<file path="src/rtl/writeback_stage_if.sv">
// Writeback stage bus: pipeline-side inputs (i_*) and register-file / debug outputs (o_*).
//   master : drives i_* (previous pipeline stage / debug unit), observes o_*
//   slave  : the writeback stage itself
interface writeback_stage_if #(
  parameter int unsigned NB_DATA     = 32,
  parameter int unsigned NB_REGISTER = 5
);
  logic                   i_valid;
  logic                   i_exec_mode;
  logic                   i_step;
  logic                   i_mem_to_reg;
  logic                   i_reg_write;
  logic                   i_halt;
  logic [1:0]             i_jump;
  logic [NB_DATA-1:0]     i_read_data;
  logic [NB_DATA-1:0]     i_alu_result;
  logic [NB_DATA-1:0]     i_pc_4;
  logic [NB_REGISTER-1:0] i_rt_rd;

  logic                   o_reg_write;
  logic [NB_REGISTER-1:0] o_write_register;
  logic [NB_DATA-1:0]     o_write_data;
  logic                   o_halt;
  logic                   o_step_done;
  logic [NB_DATA-1:0]     o_instr_count;

  modport master (
    output i_valid, i_exec_mode, i_step, i_mem_to_reg, i_reg_write, i_halt,
           i_jump, i_read_data, i_alu_result, i_pc_4, i_rt_rd,
    input  o_reg_write, o_write_register, o_write_data, o_halt, o_step_done,
           o_instr_count
  );

  modport slave (
    input  i_valid, i_exec_mode, i_step, i_mem_to_reg, i_reg_write, i_halt,
           i_jump, i_read_data, i_alu_result, i_pc_4, i_rt_rd,
    output o_reg_write, o_write_register, o_write_data, o_halt, o_step_done,
           o_instr_count
  );
endinterface

</file>
<file path="src/rtl/writeback_stage.sv">
// Writeback stage: selects register-file write data/index, issues a one-cycle
// write strobe per retired instruction, tracks HALT, step acknowledge and a
// saturating retired-instruction counter.
// Ports:
//   i_clock  : clock, all state on rising edge
//   i_reset  : synchronous active-high reset
//   bus      : writeback_stage_if.slave (pipeline inputs i_*, register-file/debug outputs o_*)
module writeback_stage #(
  parameter int unsigned NB_DATA     = 32,
  parameter int unsigned NB_REGISTER = 5
) (
  input  logic              i_clock,
  input  logic              i_reset,
  writeback_stage_if.slave  bus
);

  localparam logic [1:0] JUMP_JAL  = 2'b10;
  localparam int unsigned LINK_REG = 31;

  logic                   r_reg_write;
  logic [NB_REGISTER-1:0] r_write_register;
  logic [NB_DATA-1:0]     r_write_data;
  logic                   r_halt;
  logic                   r_step_done;
  logic [NB_DATA-1:0]     r_instr_count;

  logic                   w_advance;
  logic [NB_REGISTER-1:0] w_wr_index;
  logic [NB_DATA-1:0]     w_wr_data;
  logic                   w_wr_enable;

  // An instruction retires only when loaded, permitted by the run mode and not halted.
  assign w_advance = bus.i_valid && (!bus.i_exec_mode || bus.i_step) && !r_halt;

  // JAL links into r31; JALR keeps its own destination but still writes the return address.
  assign w_wr_index = (bus.i_jump == JUMP_JAL) ? NB_REGISTER'(LINK_REG) : bus.i_rt_rd;
  assign w_wr_data  = bus.i_jump[1]     ? bus.i_pc_4      :
                      bus.i_mem_to_reg  ? bus.i_read_data : bus.i_alu_result;

  // r0 is hardwired; HALT never writes.
  assign w_wr_enable = bus.i_reg_write && !bus.i_halt && (w_wr_index != '0);

  // Pipeline state; strobes are recomputed every cycle so stalls never repeat a write.
  always_ff @(posedge i_clock) begin
    if (i_reset) begin
      r_reg_write      <= 1'b0;
      r_write_register <= '0;
      r_write_data     <= '0;
      r_halt           <= 1'b0;
      r_step_done      <= 1'b0;
      r_instr_count    <= '0;
    end else begin
      r_reg_write <= w_advance && w_wr_enable;
      r_step_done <= w_advance && bus.i_exec_mode;
      if (w_advance) begin
        r_write_register <= w_wr_index;
        r_write_data     <= w_wr_data;
        if (bus.i_halt) begin
          r_halt <= 1'b1;
        end
        if (r_instr_count != '1) begin
          r_instr_count <= r_instr_count + NB_DATA'(1);
        end
      end
    end
  end

  assign bus.o_reg_write      = r_reg_write;
  assign bus.o_write_register = r_write_register;
  assign bus.o_write_data     = r_write_data;
  assign bus.o_halt           = r_halt;
  assign bus.o_step_done      = r_step_done;
  assign bus.o_instr_count    = r_instr_count;

endmodule

</file>
<file path="src/flat_wrapper.sv">
// flat-port wrapper written by rule: the top's interface ports become plain ports
module writeback_stage_flat 
#(
  parameter int unsigned NB_DATA     = 32,
  parameter int unsigned NB_REGISTER = 5
)
  (i_clock, i_reset, bus_i_valid, bus_i_exec_mode, bus_i_step, bus_i_mem_to_reg, bus_i_reg_write, bus_i_halt, bus_i_jump, bus_i_read_data, bus_i_alu_result, bus_i_pc_4, bus_i_rt_rd, bus_o_reg_write, bus_o_write_register, bus_o_write_data, bus_o_halt, bus_o_step_done, bus_o_instr_count);
  writeback_stage_if #(.NB_DATA(NB_DATA), .NB_REGISTER(NB_REGISTER)) bus_i ();
  input  logic i_clock;
  input  logic i_reset;
  input wire logic [$bits(bus_i.i_valid)-1:0] bus_i_valid;
  input wire logic [$bits(bus_i.i_exec_mode)-1:0] bus_i_exec_mode;
  input wire logic [$bits(bus_i.i_step)-1:0] bus_i_step;
  input wire logic [$bits(bus_i.i_mem_to_reg)-1:0] bus_i_mem_to_reg;
  input wire logic [$bits(bus_i.i_reg_write)-1:0] bus_i_reg_write;
  input wire logic [$bits(bus_i.i_halt)-1:0] bus_i_halt;
  input wire logic [$bits(bus_i.i_jump)-1:0] bus_i_jump;
  input wire logic [$bits(bus_i.i_read_data)-1:0] bus_i_read_data;
  input wire logic [$bits(bus_i.i_alu_result)-1:0] bus_i_alu_result;
  input wire logic [$bits(bus_i.i_pc_4)-1:0] bus_i_pc_4;
  input wire logic [$bits(bus_i.i_rt_rd)-1:0] bus_i_rt_rd;
  output wire logic [$bits(bus_i.o_reg_write)-1:0] bus_o_reg_write;
  output wire logic [$bits(bus_i.o_write_register)-1:0] bus_o_write_register;
  output wire logic [$bits(bus_i.o_write_data)-1:0] bus_o_write_data;
  output wire logic [$bits(bus_i.o_halt)-1:0] bus_o_halt;
  output wire logic [$bits(bus_i.o_step_done)-1:0] bus_o_step_done;
  output wire logic [$bits(bus_i.o_instr_count)-1:0] bus_o_instr_count;
  assign bus_i.i_valid = bus_i_valid;
  assign bus_i.i_exec_mode = bus_i_exec_mode;
  assign bus_i.i_step = bus_i_step;
  assign bus_i.i_mem_to_reg = bus_i_mem_to_reg;
  assign bus_i.i_reg_write = bus_i_reg_write;
  assign bus_i.i_halt = bus_i_halt;
  assign bus_i.i_jump = bus_i_jump;
  assign bus_i.i_read_data = bus_i_read_data;
  assign bus_i.i_alu_result = bus_i_alu_result;
  assign bus_i.i_pc_4 = bus_i_pc_4;
  assign bus_i.i_rt_rd = bus_i_rt_rd;
  assign bus_o_reg_write = bus_i.o_reg_write;
  assign bus_o_write_register = bus_i.o_write_register;
  assign bus_o_write_data = bus_i.o_write_data;
  assign bus_o_halt = bus_i.o_halt;
  assign bus_o_step_done = bus_i.o_step_done;
  assign bus_o_instr_count = bus_i.o_instr_count;
  writeback_stage #(.NB_DATA(NB_DATA), .NB_REGISTER(NB_REGISTER)) u_core (.i_clock(i_clock), .i_reset(i_reset), .bus(bus_i));
endmodule
</file>
<file path="config.mk">
export PLATFORM = sky130hd
export DESIGN_NAME = writeback_stage_flat
export DESIGN_NICKNAME = d
export VERILOG_FILES = /design/src/rtl/writeback_stage_if.sv /design/src/rtl/writeback_stage.sv /design/src/flat_wrapper.sv
export SDC_FILE = /design/constraint.sdc
export NUM_CORES = 1
export LEC_CHECK = 0
export ABC_AREA = 1
export ABC_CLOCK_PERIOD_IN_PS = 2020
export BUFFER_PORTS_ARGS = -buffer_cell sky130_fd_sc_hd__buf_2
export CAP_MARGIN = 20
export CORE_ASPECT_RATIO = 1.25
export CORE_UTILIZATION = 40
export CTS_BUF_LIST = sky130_fd_sc_hd__clkbuf_8
export CTS_CLUSTER_SIZE = 25
export DETAILED_ROUTE_END_ITERATION = 8
export PLACE_DENSITY = 0.7
export SETUP_SLACK_MARGIN = 0.3
export SYNTH_ARGS = -nofsm -noshare
export SYNTH_HDL_FRONTEND = slang
export SYNTH_SLANG_ARGS = --single-unit
</file>
<file path="constraint.sdc">
create_clock -name i_clock -period 2.02 [get_ports i_clock]
set_input_delay 0.101 -clock i_clock [delete_from_list [all_inputs] [get_ports i_clock]]
set_output_delay 0.101 -clock i_clock [all_outputs]
set_load 0.01 [all_outputs]
</file>
**Yosys cells after proc, flatten, opt, wreduce, memory -nomap -nowiden**

Index checks and enable logic that the tools add are counted.

- Shift operators: 0
- Bitwise logic cells: 0
- Multiplexer cells: 3
- Equality and inequality tests: 2
- $add $sub $neg: 1
- Div/mod/pow operators: 0
- Magnitude comparators: 0
- Reductions and logical operators: 13
- Multiply operators: 0

Operators with widths:

| cell | number |
|---|---|
| $mux 32 | 2 |
| $add 32x1->32 const B | 1 |
| $ne 32x32->1 const B | 1 |
| $logic_and 1x1->1 | 6 |
| $mux 5 | 1 |
| $reduce_bool 5->1 | 1 |
| $reduce_and 2->1 | 2 |
| $logic_not 1->1 | 3 |
| $eq 2x2->1 const B | 1 |
| $logic_or 1x1->1 | 1 |

- Bits in latches: 0
- Memories: 0
- Flip-flop bits (word level): 72
- Output and inout bits: 72
- ROM bits: 0
- Logic and storage cells: 25
- Memory bits (writable): 0

**Logic depth before layout (Yosys ltp)**

- Depth in word-level cells: 5
- Gate-level depth with buffers: 11
- Gate-level depth less buffers: 10

**Worst setup path after synthesis**

No wires, ideal clock.

- Path kind: register to register
- Start: register u_core.r_instr_count[0], in the netlist u_core.bus.o_instr_count[0]
- End: register u_core.r_instr_count[17], in the netlist u_core.bus.o_instr_count[17]
- Stages on the path, launching flop included: 11
- Setup slack: 0.375 ns
- Arrival: 1.530 ns
- Clock period less this slack: 1.645 ns
- Cell sequence: dfxtp_1 > ha_1 > nand2_1 > nor2_2 > nand2_1 > nor2_2 > nand3_2 > buf_6 > buf_6 > a21oi_1 > nor2_1

- Word-level cells in the longest chain between the ends: 2
- Elaborated cells between the ends (all ways): 3
- Those cells by class: add/sub: 1; eq/ne: 1; reduce/logical: 1

RTL lines:

| element | line | source |
|---|---|---|
| from (decl) | writeback_stage.sv:25 | `logic [NB_DATA-1:0] r_instr_count;` |
| from (signal assigned) | writeback_stage.sv:62 | `r_instr_count <= r_instr_count + NB_DATA'(1);` |
| parallel branches: the longest is 2 deep, another holds $add 32x1->32 | n/a |  |

Several ways; the timed one is not identified.
A chain may end at the register's enable or synchronous reset.

**Worst setup path after layout**

- Start: register u_core.r_instr_count[5], in the netlist u_core.bus.o_instr_count[5]
- End: register u_core.r_instr_count[7], in the netlist u_core.bus.o_instr_count[7]

Same word-level chain as after synthesis.

==> results.md <==
- Final setup viols: 0
- Crit path required time: roughly 2300 ps
- Startpoint Class: flip-flop
- First DRT Iteration DRCs: 311
- Total power: roughly 0.0032 W
- Die X-Extent: 90.6 µm
- Pwr dens: ~580 nW/µm²
- Worst vdd ir: 281 µV
- Mapped Nets: 721
- Post-Synthesis Cells: around 610
- Setup TNS: 0 ps
- Routed Antenna Nets: 0
- #FFs+latches synth: slightly above 70
- Fraction of layout instances using a drive strength above 1: between 30% and 40%
- Syn-to-layout area delta: 40.1%
- WL/cell: ~15 µm
- Yosys synthesis warning count: 0
- Clock-pin slew on the worst setup and hold paths: ~80 ps
- Hold Crit Depth: 3
- Nets: 906
- Most common cell after layout, fill and taps aside: buf_2
- Minimum clock period: 1710 ps
- Routability cong.: 0.940
- Core Rows: 40
- Rel. slew slack: between 70 and 80%
- Worst skew pair latency: roughly 360 ps
- Mean area per synthesized cell: 6.45 µm²
- Unrepaired setup endpoints after global routing: no
- Initial antenna violation count: 0
- Status: completed
- Place WS: between 200 and 250 ps
- Overflow left after global routing: 0
- Worst Skew: approximately 12 ps
- Die Area: about 10,000 µm²
- Synthesized area: between 3000 and 4000 µm²
- Final Hold Fails: 0
- Root Buffer: clkbuf_8
- WHS: approximately 15 ps
- Fmax: 585 MHz
- Setup crit end kind: flip-flop
- Vias in the first global route: 4,416
- Synth unique cells: 27
- CP Max Fanout: 7
- CP Class: flip-flop to flip-flop
- Worst r2r path cells: 9
- Post-DP HPWL: approximately 9300 µm
- Max clock buf depth: 2
- Min-Delay Path Class: primary input to flip-flop
- WL final: ~14,000 µm
- Max-cap viol count: 0
- Crit share post-route: a little over four fifths
- Largest net degree at the start of global routing: 65
- Worst Path Arrival: around 2000 ps
- Inst Count DP: 896
- Vias per cell: ~5.2
- PortBufs: roughly 180
- First-pass GRT wire length: just over 20,000 µm
- Drc violations: 0
- GRT Total Usage: between 20 and 30%
- Clock sinks: 72
- TritonCTS clock tree: done
- Initial Util: about 41%
- I/O pin count: roughly 180
- Most frequent cells in the layout: buf_2, nand2_1, a21oi_1
- Worst Setup Slack, final: 311 ps
- Die Y: roughly 110 µm
- Slew Limit Fails: 0
- Diode count: 0
- R2R setup slack: 310 ps
- Non-Filler Instances: between 900 and 1,000
- Leak: 2.56 nW
- CTS Buf Count: 9
- Core footprint: about 9600 µm²
- H-Tree Depth: 3
- Drt first pass iters: 5
- Total number of vias: 4,854
- Slew @ Worst Pin: 443 ps
- Sequential fraction of the synthesis area: a little under two fifths
## cell families (layout without fill, tap and decap cells)
kind of cell	after synthesis	count (layout)	synth area share [%]
compound gates	174	174	24.4
xor+xnor	5	5	1.12
fa+ha+maj	1	1	0.319
buf+inv	94	284	9.88
flops	72	72	36.7
simple gates	263	263	27.5
## cell usage after synthesis, drive strengths merged
library cell	instances	share of area [%]
nand2	126	12
clkbuf	22	2.1
o21a	1	0.19
a41oi	1	0.22
clkinv	1	0.096
xnor2	1	0.22
dfxtp	72	37
xor2	4	0.89
buf	12	2.0
o211ai	32	6.1
ha	1	0.32
a21oi	95	12
o21ai	43	5.5
and2	1	0.16
or2	1	0.16
nor3	3	0.38
inv	59	5.6
nand4	5	0.80
nand3	32	4.5
nor2	93	9.1
a31oi	2	0.32
nand3b	2	0.38
## state kept, by name, indices dropped and copies added, names as in the netlist
| signal | flops |
|---|---|
| u_core.bus.o_halt | 1 |
| u_core.bus.o_instr_count | 32 |
| u_core.bus.o_reg_write | 1 |
| u_core.bus.o_step_done | 1 |
| u_core.bus.o_write_data | 32 |
| u_core.bus.o_write_register | 5 |
## through the flow
stage	util, %	area (µm²)
global route	57.6	5500
finish	57.6	5500
floorplan	-	3930
detailed placement	51.7	4940
global placement	51.7	4940
CTS	53.8	5150
## area by class of cell
class | instances | area (µm²)
sequential | 72 | 1480
inverter | 60 | 229
clock inverter | 4 | 20.0
clock buffer | 12 | 165
fill | 900 | 4060
multi-input combinational | 443 | 2230
timing repair buffer | 208 | 1220
tap | 126 | 158
## final timing paths
| kind | startpoint | end |
|---|---|---|
| worst max-delay path | u_core.bus.o_instr_count[5]$_SDFFE_PP0P_ | u_core.bus.o_instr_count[7]$_SDFFE_PP0P_ |
| worst min-delay path | bus_i_rt_rd[2] | u_core.bus.o_write_register[2]$_SDFFE_PP0P_ |
| worst max register to register | u_core.bus.o_instr_count[5]$_SDFFE_PP0P_ | u_core.bus.o_instr_count[7]$_SDFFE_PP0P_ |
| worst min register to register | u_core.bus.o_write_register[2]$_SDFFE_PP0P_ | u_core.bus.o_write_register[2]$_SDFFE_PP0P_ |
## routing by layer
layer | global-route usage (%) | vias to the layer above | wire (µm)
li1 | - | 2385 | -
met1 | 29.0 | 2194 | 5340
met4 | 12.2 | 0 | 494
met5 | 0 | - | 0
met3 | 5.98 | 43 | 1030
met2 | 43.6 | 232 | 6720
## where the power goes
part | switching, W | internal (W)
sequential | 0.0000370 | 0.00149
combinational | 0.000318 | 0.000243
clock | 0.000563 | 0.000537
total | 0.000918 | 0.00227
## worst max-delay path, cell delays in order (launching register included)
cell,delay (ps)
dfxtp_4,380
nand2_2,120
nor2_4,150
nand2_2,130
nor2_4,150
nand3_4,190
buf_8,210
nand2_8,80
nand2_1,70
a21oi_1,140
## timing repair
| item | 4_1_cts | 5_1_grt |
|---|---|---|
| pin swaps | 0 | 14 |
| buffers inserted | 0 | 7 |
| resized for setup | 3 | 64 |
| hold endpoints to repair | 1 | 0 |
| hold buffers | 1 | 0 |
| cloned | 0 | 5 |
| setup endpoints to repair | 7 | 53 |
Note: power is estimated with default switching activity, not from simulation.
